==> src/rtl/ili9341_bus_decoder.sv <==
// Receive side of the ILI9341 8080 write bus: decodes window/RAMWR/power commands into framebuffer writes.
// Define ILI9341_BUS_SYNC_EN to pass the bus through 2-flop synchronizers (asynchronous panel driver).
module ili9341_bus_decoder #(
    parameter int X_MAX = 319,
    parameter int Y_MAX = 239,
    parameter int AW    = 9
) (
    input  logic          clk_16MHz,
    input  logic          resetn,
    input  logic          lcd_nreset,
    input  logic          lcd_cmd_data,
    input  logic          lcd_write_edge,
    input  logic [7:0]    lcd_din,
    output logic          fb_we,
    output logic [AW-1:0] fb_x,
    output logic [AW-1:0] fb_y,
    output logic [15:0]   fb_pixel,
    output logic          display_on,
    output logic          sleep_out,
    output logic          frame_done,
    output logic          param_err
);

    logic       nreset_i;
    logic       cd_i;
    logic       we_i;
    logic [7:0] din_i;

`ifdef ILI9341_BUS_SYNC_EN
    logic [1:0] nrst_q;
    logic [1:0] cd_q;
    logic [1:0] we_q;
    logic [7:0] din_q1;
    logic [7:0] din_q2;

    always_ff @(posedge clk_16MHz) begin
        if (!resetn) begin
            nrst_q <= '0;
            cd_q   <= '0;
            we_q   <= '0;
            din_q1 <= '0;
            din_q2 <= '0;
        end else begin
            nrst_q <= {nrst_q[0], lcd_nreset};
            cd_q   <= {cd_q[0], lcd_cmd_data};
            we_q   <= {we_q[0], lcd_write_edge};
            din_q1 <= lcd_din;
            din_q2 <= din_q1;
        end
    end

    assign nreset_i = nrst_q[1];
    assign cd_i     = cd_q[1];
    assign we_i     = we_q[1];
    assign din_i    = din_q2;
`else
    assign nreset_i = lcd_nreset;
    assign cd_i     = lcd_cmd_data;
    assign we_i     = lcd_write_edge;
    assign din_i    = lcd_din;
`endif

    typedef enum logic [2:0] {IDLE, CASET, PASET, RAM_HI, RAM_LO, SKIP} state_t;

    state_t        state;
    logic          prev;
    logic [1:0]    pidx;
    logic [15:0]   s_sh;
    logic [7:0]    e_hi;
    logic [7:0]    hi;
    logic [AW-1:0] sc, ec, sp, ep;
    logic [AW-1:0] cx, cy;

    logic        stb;
    logic        hard_rst;
    logic        soft_rst;
    logic [15:0] e_full;
    logic        x_ok;
    logic        y_ok;

    assign stb      = we_i & ~prev;
    assign hard_rst = ~resetn | ~nreset_i;
    assign soft_rst = stb & ~cd_i & (din_i == 8'h01);
    assign e_full   = {e_hi, din_i};
    assign x_ok     = (s_sh <= e_full) && (e_full <= 16'(X_MAX));
    assign y_ok     = (s_sh <= e_full) && (e_full <= 16'(Y_MAX));

    always_ff @(posedge clk_16MHz) begin
        if (hard_rst || soft_rst) begin
            // Software reset keeps the edge detector so a held strobe is not seen twice.
            prev       <= hard_rst ? 1'b0 : we_i;
            state      <= IDLE;
            pidx       <= '0;
            s_sh       <= '0;
            e_hi       <= '0;
            hi         <= '0;
            sc         <= '0;
            ec         <= AW'(X_MAX);
            sp         <= '0;
            ep         <= AW'(Y_MAX);
            cx         <= '0;
            cy         <= '0;
            fb_we      <= 1'b0;
            fb_x       <= '0;
            fb_y       <= '0;
            fb_pixel   <= '0;
            display_on <= 1'b0;
            sleep_out  <= 1'b0;
            frame_done <= 1'b0;
            param_err  <= 1'b0;
        end else begin
            prev       <= we_i;
            fb_we      <= 1'b0;
            frame_done <= 1'b0;
            if (stb && !cd_i) begin
                case (din_i)
                    8'h2A: begin state <= CASET; pidx <= '0; end
                    8'h2B: begin state <= PASET; pidx <= '0; end
                    8'h2C: begin state <= RAM_HI; cx <= sc; cy <= sp; end
                    8'h28: begin display_on <= 1'b0; state <= IDLE; end
                    8'h29: begin display_on <= 1'b1; state <= IDLE; end
                    8'h10: begin sleep_out <= 1'b0; state <= IDLE; end
                    8'h11: begin sleep_out <= 1'b1; state <= IDLE; end
                    default: state <= SKIP;
                endcase
            end else if (stb) begin
                case (state)
                    CASET, PASET: begin
                        pidx <= pidx + 2'd1;
                        case (pidx)
                            2'd0: s_sh[15:8] <= din_i;
                            2'd1: s_sh[7:0]  <= din_i;
                            2'd2: e_hi       <= din_i;
                            default: begin
                                state <= SKIP;
                                if (state == CASET && x_ok) begin
                                    sc <= s_sh[AW-1:0];
                                    ec <= e_full[AW-1:0];
                                end else if (state == PASET && y_ok) begin
                                    sp <= s_sh[AW-1:0];
                                    ep <= e_full[AW-1:0];
                                end else begin
                                    param_err <= 1'b1;
                                end
                            end
                        endcase
                    end
                    RAM_HI: begin
                        hi    <= din_i;
                        state <= RAM_LO;
                    end
                    RAM_LO: begin
                        fb_we    <= 1'b1;
                        fb_pixel <= {hi, din_i};
                        fb_x     <= cx;
                        fb_y     <= cy;
                        state    <= RAM_HI;
                        if (cx != ec) begin
                            cx <= cx + 1'b1;
                        end else begin
                            cx <= sc;
                            if (cy != ep) begin
                                cy <= cy + 1'b1;
                            end else begin
                                cy         <= sp;
                                frame_done <= 1'b1;
                            end
                        end
                    end
                    default: ;
                endcase
            end
        end
    end

endmodule

==> config.mk <==
export PLATFORM = sky130hd
export DESIGN_NAME = ili9341_bus_decoder
export DESIGN_NICKNAME = d
export VERILOG_FILES = /design/src/rtl/ili9341_bus_decoder.sv
export SDC_FILE = /design/constraint.sdc
export NUM_CORES = 1
export LEC_CHECK = 0
export BUFFER_PORTS_ARGS = -buffer_cell sky130_fd_sc_hd__buf_2
export CAP_MARGIN = 25
export CORE_MARGIN = 2
export CORE_UTILIZATION = 40
export CTS_BUF_LIST = sky130_fd_sc_hd__clkbuf_8
export DETAILED_ROUTE_END_ITERATION = 10
export HOLD_SLACK_MARGIN = 0.1
export PLACE_DENSITY = 0.62
export SLEW_MARGIN = 30
export SYNTH_ARGS = -nofsm -noshare
export SYNTH_HDL_FRONTEND = slang
export SYNTH_SLANG_ARGS = --single-unit
==> constraint.sdc <==
create_clock -name clk_16MHz -period 3.2 [get_ports clk_16MHz]
set_input_delay 0 -clock clk_16MHz [delete_from_list [all_inputs] [get_ports clk_16MHz]]
set_output_delay 0 -clock clk_16MHz [all_outputs]
set_load 0.005 [all_outputs]
# [After elaboration in Yosys (flattened, before gate mapping)]
# Cells that the tools add are included.
[classes] add_sub_neg=3 n_lt_le_gt_ge=3 eq_ne=20 n_mux=26 bitwise=14 n_reduce_logical=34
[op_table] operator="9-bit 2-to-1 mux" count=11
[op_table] operator="8-bit by 6-bit == test with 1-bit output, second input constant" count=5
[op_table] operator="9-bit by 1-bit adder with 9-bit output, second input constant" count=2
[op_table] operator="9-bit inequality test" count=2
[op_table] operator="8-bit by 5-bit == test with 1-bit output, second input constant" count=2
[op_table] operator="16-bit <= comparator" count=1
[op_table] operator="16-bit by 8-bit <= comparator with 1-bit output, second input constant" count=1
[op_table] operator="16-bit by 9-bit <= comparator with 1-bit output, second input constant" count=1
[op_table] operator="4-bit AND reduction" count=4
[op_table] operator="3-bit AND reduction" count=5
[op_table] operator="3-bit one-hot mux with 4 select lines" count=1
[op_table] operator="6-bit AND reduction" count=2
[op_table] operator="1-bit NOT" count=10
[op_table] operator="2-bit nonzero test" count=5
[op_table] operator="3-bit 2-to-1 mux" count=3
[op_table] operator="3-bit one-hot mux with 3 select lines" count=1
[op_table] operator="8-bit by 1-bit == test with 1-bit output, second input constant" count=1
[op_table] operator="2-bit 2-to-1 mux" count=4
[op_table] operator="3-bit by 2-bit == test with 1-bit output, second input constant" count=2
[op_table] operator="3-bit OR reduction" count=2
[op_table] operator="1-bit logical AND" count=5
[op_table] operator="5-bit AND reduction" count=1
[op_table] operator="5-bit OR reduction" count=1
[op_table] operator="1-bit 2-to-1 mux" count=4
[op_table] operator="18 further kinds" count=24
[totals] regBits=131 in_bits=13 out_inout_bits=39

# [Depth between registers and ports, before layout]
[logic_depth] depth_word=6 depth_mapped=12

# [Least setup slack after synthesis]
# Ideal clock, no wire load.
[synth_path] kind="register to register" startpoint="register e_hi[5]" endpoint="register sp[5]" arrival_ps=2401 setup_slack_ps=727 path_stages_with_launch=12 n_path_buf=3 period_less_slack_ps=2473 path_cell_list="dfxtp_1 -> inv_1 -> ha_1 -> a211oi_1 -> nor2_1 -> or3_1 -> or4_1 -> buf_6 -> a21oi_4 -> buf_6 -> buf_12 -> mux2i_1"
[synth_via] elab_chain_len=5
[synth_rtl] item="from (decl)" line_no="69" text="logic [7:0] e_hi;"
[synth_rtl] item="from (signal assigned)" line_no="133" text="2'd2: e_hi <= din_i;"
[synth_rtl] item="16-bit <= comparator / 16-bit by 9-bit <= comparator with 1-bit output (equally long branches)" line_no="85, 86"
[synth_rtl] item="1-bit logical AND" line_no="85" text="assign x_ok = (s_sh <= e_full) && (e_full <= 16'(X_MAX));"
[synth_rtl] item="1-bit logical AND" line_no="136" text="if (state == CASET && x_ok) begin"
[synth_rtl] item="1-bit NOT (no line)"
[synth_rtl] item="6-bit AND reduction (no line) *"
[synth_rtl] item="to (signal assigned)" line_no="140" text="sp <= s_sh[AW-1:0];"
[synth_rtl] item="to (decl)" line_no="71" text="logic [AW-1:0] sc, ec, sp, ep;"
# Every way passes the cells marked *; elsewhere a longest branch is shown, timed or not.
# A chain may end at the register's enable or synchronous reset.

# [Worst setup path after layout]
[layout_path] startpoint="register e_hi[5]" endpoint="register sp[3]"
# The elaborated chain is that of the path after synthesis.

==> results.json <==
{
  "synth.most_common_cell": "nand2_1",
  "die_w_um": 128,
  "drive_gt1_share_pct": 13.1,
  "ys_types": 53,
  "synth-simple-area-share_pct": 23.1,
  "path_class": "flip-flop to flip-flop",
  "final.setup.tns_ps": 0,
  "synth_seq_cells": 131,
  "hp-start": "resetn",
  "yosys-top-cells-area": "dfxtp_1, nand2_1, mux2i_1",
  "grt_overflow": 0,
  "vias_per_cell": 5.32,
  "synth.top_cell.area_share_pct": 42.9,
  "rows": 45,
  "yosysTopAreaCell": "dfxtp_1",
  "layoutNonFillerInstCount": 996,
  "rsz0062_at_grt": "no",
  "slew_headroom_pct": 50.0,
  "synth_area_um2": 6110,
  "status": "finished, final reports clean",
  "ant_nets": 0,
  "setup_viol": 0,
  "via_count": 5295,
  "clk_latency_ps": 450,
  "die_area_um2": 16300,
  "drc_errors": 0,
  "syn-num-nets": 784,
  "ys_seq_area_share_pct": 42.9,
  "numCtsBuffers": 17,
  "cts.sinks": 131,
  "drtPass1Iterations": 5,
  "hold_path_class": "input pin to flip-flop",
  "synth_top_family_by_area": "simple AND/OR/NAND/NOR gates",
  "io_buffers": 51,
  "grt_use_total_pct": 20.2,
  "finalInstanceArea_um2": 7100,
  "grt_pass1_wl_um": 25800,
  "dp.final_hpwl_um": 10900,
  "syn2layout_area_growth_pct": 16.1,
  "yosys_warnings": 0,
  "tightest_slew_ps": 751,
  "synth_xor_area_share_pct": 2.72,
  "fin_crit_ps": 2730,
  "core-area_um2": 15100,
  "synth_edf_count": 0,
  "vdd_drop_max_v": 0.000335,
  "r2r_start": "e_hi[5]$_SDFFE_PP0P_",
  "root_buffer": "clkbuf_8",
  "post-route-util_pct": 47.0,
  "r2r_cells": 9,
  "hold_violations": 0,
  "grt_pass1_vias": 4981,
  "async_flop_share_pct": 0,
  "critPathLaunchType": "flip-flop",
  "nets": 831,
  "grt_max_degree": 58,
  "yosys-top-cells-count": "nand2_1, dfxtp_1, a21oi_1",
  "regToRegSetupSlack_ps": 470,
  "synth_compound_area_share_pct": 14.2,
  "fillCellCount": 1519,
  "drt_iter0_drc": 399,
  "end_kind": "flip-flop",
  "gp_congestion": 0.837,
  "period_share_pct": 85.2,
  "cts_buffer_depth": 2,
  "ctsResizeCount": 0,
  "syn_inst": 749,
  "antenna_found_initial": 0,
  "fin_worst_skew_ps": 13.7,
  "dpl.cell_count": 952,
  "drv_slew": 0,
  "arrival_ps": 3100,
  "htree_levels": 4,
  "wl_per_cell_um": 15.9,
  "critPathRequiredTime_ps": 3580,
  "synth.area.mux_share_pct": 7.71,
  "clk_pin_slew_ps": 80,
  "worstHoldPathCells": 5,
  "ys.flop_type": "dfxtp_1",
  "pin_count": 52,
  "dpl_cell_area_um2": 6530,
  "leakagePower_nw": 2.63,
  "power_density_nw_per_um2": 472,
  "avgSynthCellArea_um2": 8.16,
  "synth_fa_ha_area_share_pct": 4.50,
  "die_h_um": 128,
  "initial_core_util_pct": 40.5,
  "max_clock_freq_mhz": 367,
  "hold_path_end": "sp[0]$_SDFFE_PP0P_",
  "antenna_cells": 0,
  "drt_wl_total_um": 15800,
  "path_max_fanout": 18,
  "maxCapViolations": 0,
  "cts_tree": "done",
  "reg2reg_to": "sp[3]$_SDFFE_PP0P_"
}
## worst max-delay path, stage by stage (launching register included)
cell and delay, ps:
dfxtp_1 350, inv_1 50, ha_1 280, a211oi_1 210, nor2_1 80, or3_1 340, or4_1 630, a21oi_4 180
buf_4 300, mux2i_1 230
## per-layer routing
layer  share of wire, %  track usage, %  up-vias
li1                   -               -     2683
met1                 47            27.4     2481
met2                 47            31.8      116
met3                4.6            4.86       15
met4                1.2            6.14        0
met5                  0               0        -
## how the worst max path moves through the flow
stage	startpoint	end	slack, ps	cells past startpoint
3_5_place_dp	e_hi[5]$_SDFFE_PP0P_	sp[1]$_SDFFE_PP0P_	480	9
3_3_place_gp	e_hi[5]$_SDFFE_PP0P_	sp[5]$_SDFFE_PP0P_	520	9
5_1_grt	e_hi[5]$_SDFFE_PP0P_	sp[3]$_SDFFE_PP0P_	300	9
2_1_floorplan	e_hi[5]$_SDFFE_PP0P_	sp[5]$_SDFFE_PP0P_	730	11
4_1_cts	e_hi[5]$_SDFFE_PP0P_	sp[1]$_SDFFE_PP0P_	460	9
6_report	e_hi[5]$_SDFFE_PP0P_	sp[3]$_SDFFE_PP0P_	470	9
## state kept, by name (all words and copies together), names as in the netlist, 2 cells and up
name,cells
fb_pixel,16
s_sh,16
cx,9
cy,9
ec,9
ep,9
fb_x,9
fb_y,9
sc,9
sp,9
e_hi,8
hi,8
state,3
pidx,2
## cell type report
class / count / area (um2) / area share, %
Multi-Input combinational cell: 549 / 3220 / 45.3
Sequential cell: 131 / 2620 / 36.9
Timing Repair Buffer: 78 / 515 / 7.26
Clock buffer: 20 / 275 / 3.88
Tap cell: 188 / 235 / 3.31
Clock inverter: 11 / 160 / 2.26
Inverter: 19 / 71.3 / 1.00
## stage by stage
step,worst slack (ps),power [mW],hold slack (ps)
floorplan,727,1.78,146
global route,303,3.46,171
finish,474,3.35,146
CTS,465,3.38,124
detailed placement,483,1.84,292
global placement,517,1.84,286
## timing repair
item | 4_1_cts | 5_1_grt
setup buffers | 0 | 0
hold endpoints to repair | 65 | 0
hold buffers | 13 | 0
## where the power goes
part,switching (mW),internal (mW)
logic,0.121,0.0560
registers,0.00637,1.63
clock network,0.639,0.898
## cells in the final DEF (no fill, tap or decap), types with 3 or more instances in the layout
master	netlist	final
xor2_1	10	10
buf_2	2	51
buf_4	0	12
a31oi_1	5	5
a21o_1	5	5
a211oi_1	8	8
xnor2_1	9	9
nor3_1	11	11
inv_1	19	21
clkbuf_8	0	20
nand4_1	7	7
nor2_1	54	53
o21ai_0	23	23
nor3b_1	7	7
dlygate4sd3_1	0	13
dfxtp_1	131	131
nand2_1	147	147
nand3_1	43	42
bufinv_16	0	4
nand2b_1	3	3
ha_1	22	22
mux2i_1	46	46
a21oi_1	87	87
and3_1	9	9
nor4_1	6	6
nor2b_1	6	5
o211ai_1	6	6
clkinvlp_4	0	3
## cells by family after synthesis
logic type,Yosys count
buf+inv,69
xor+xnor,19
mux,47
compound gates,150
fa+ha+maj,22
flops,131
simple gates,311
(Power assumes the default switching activity.)
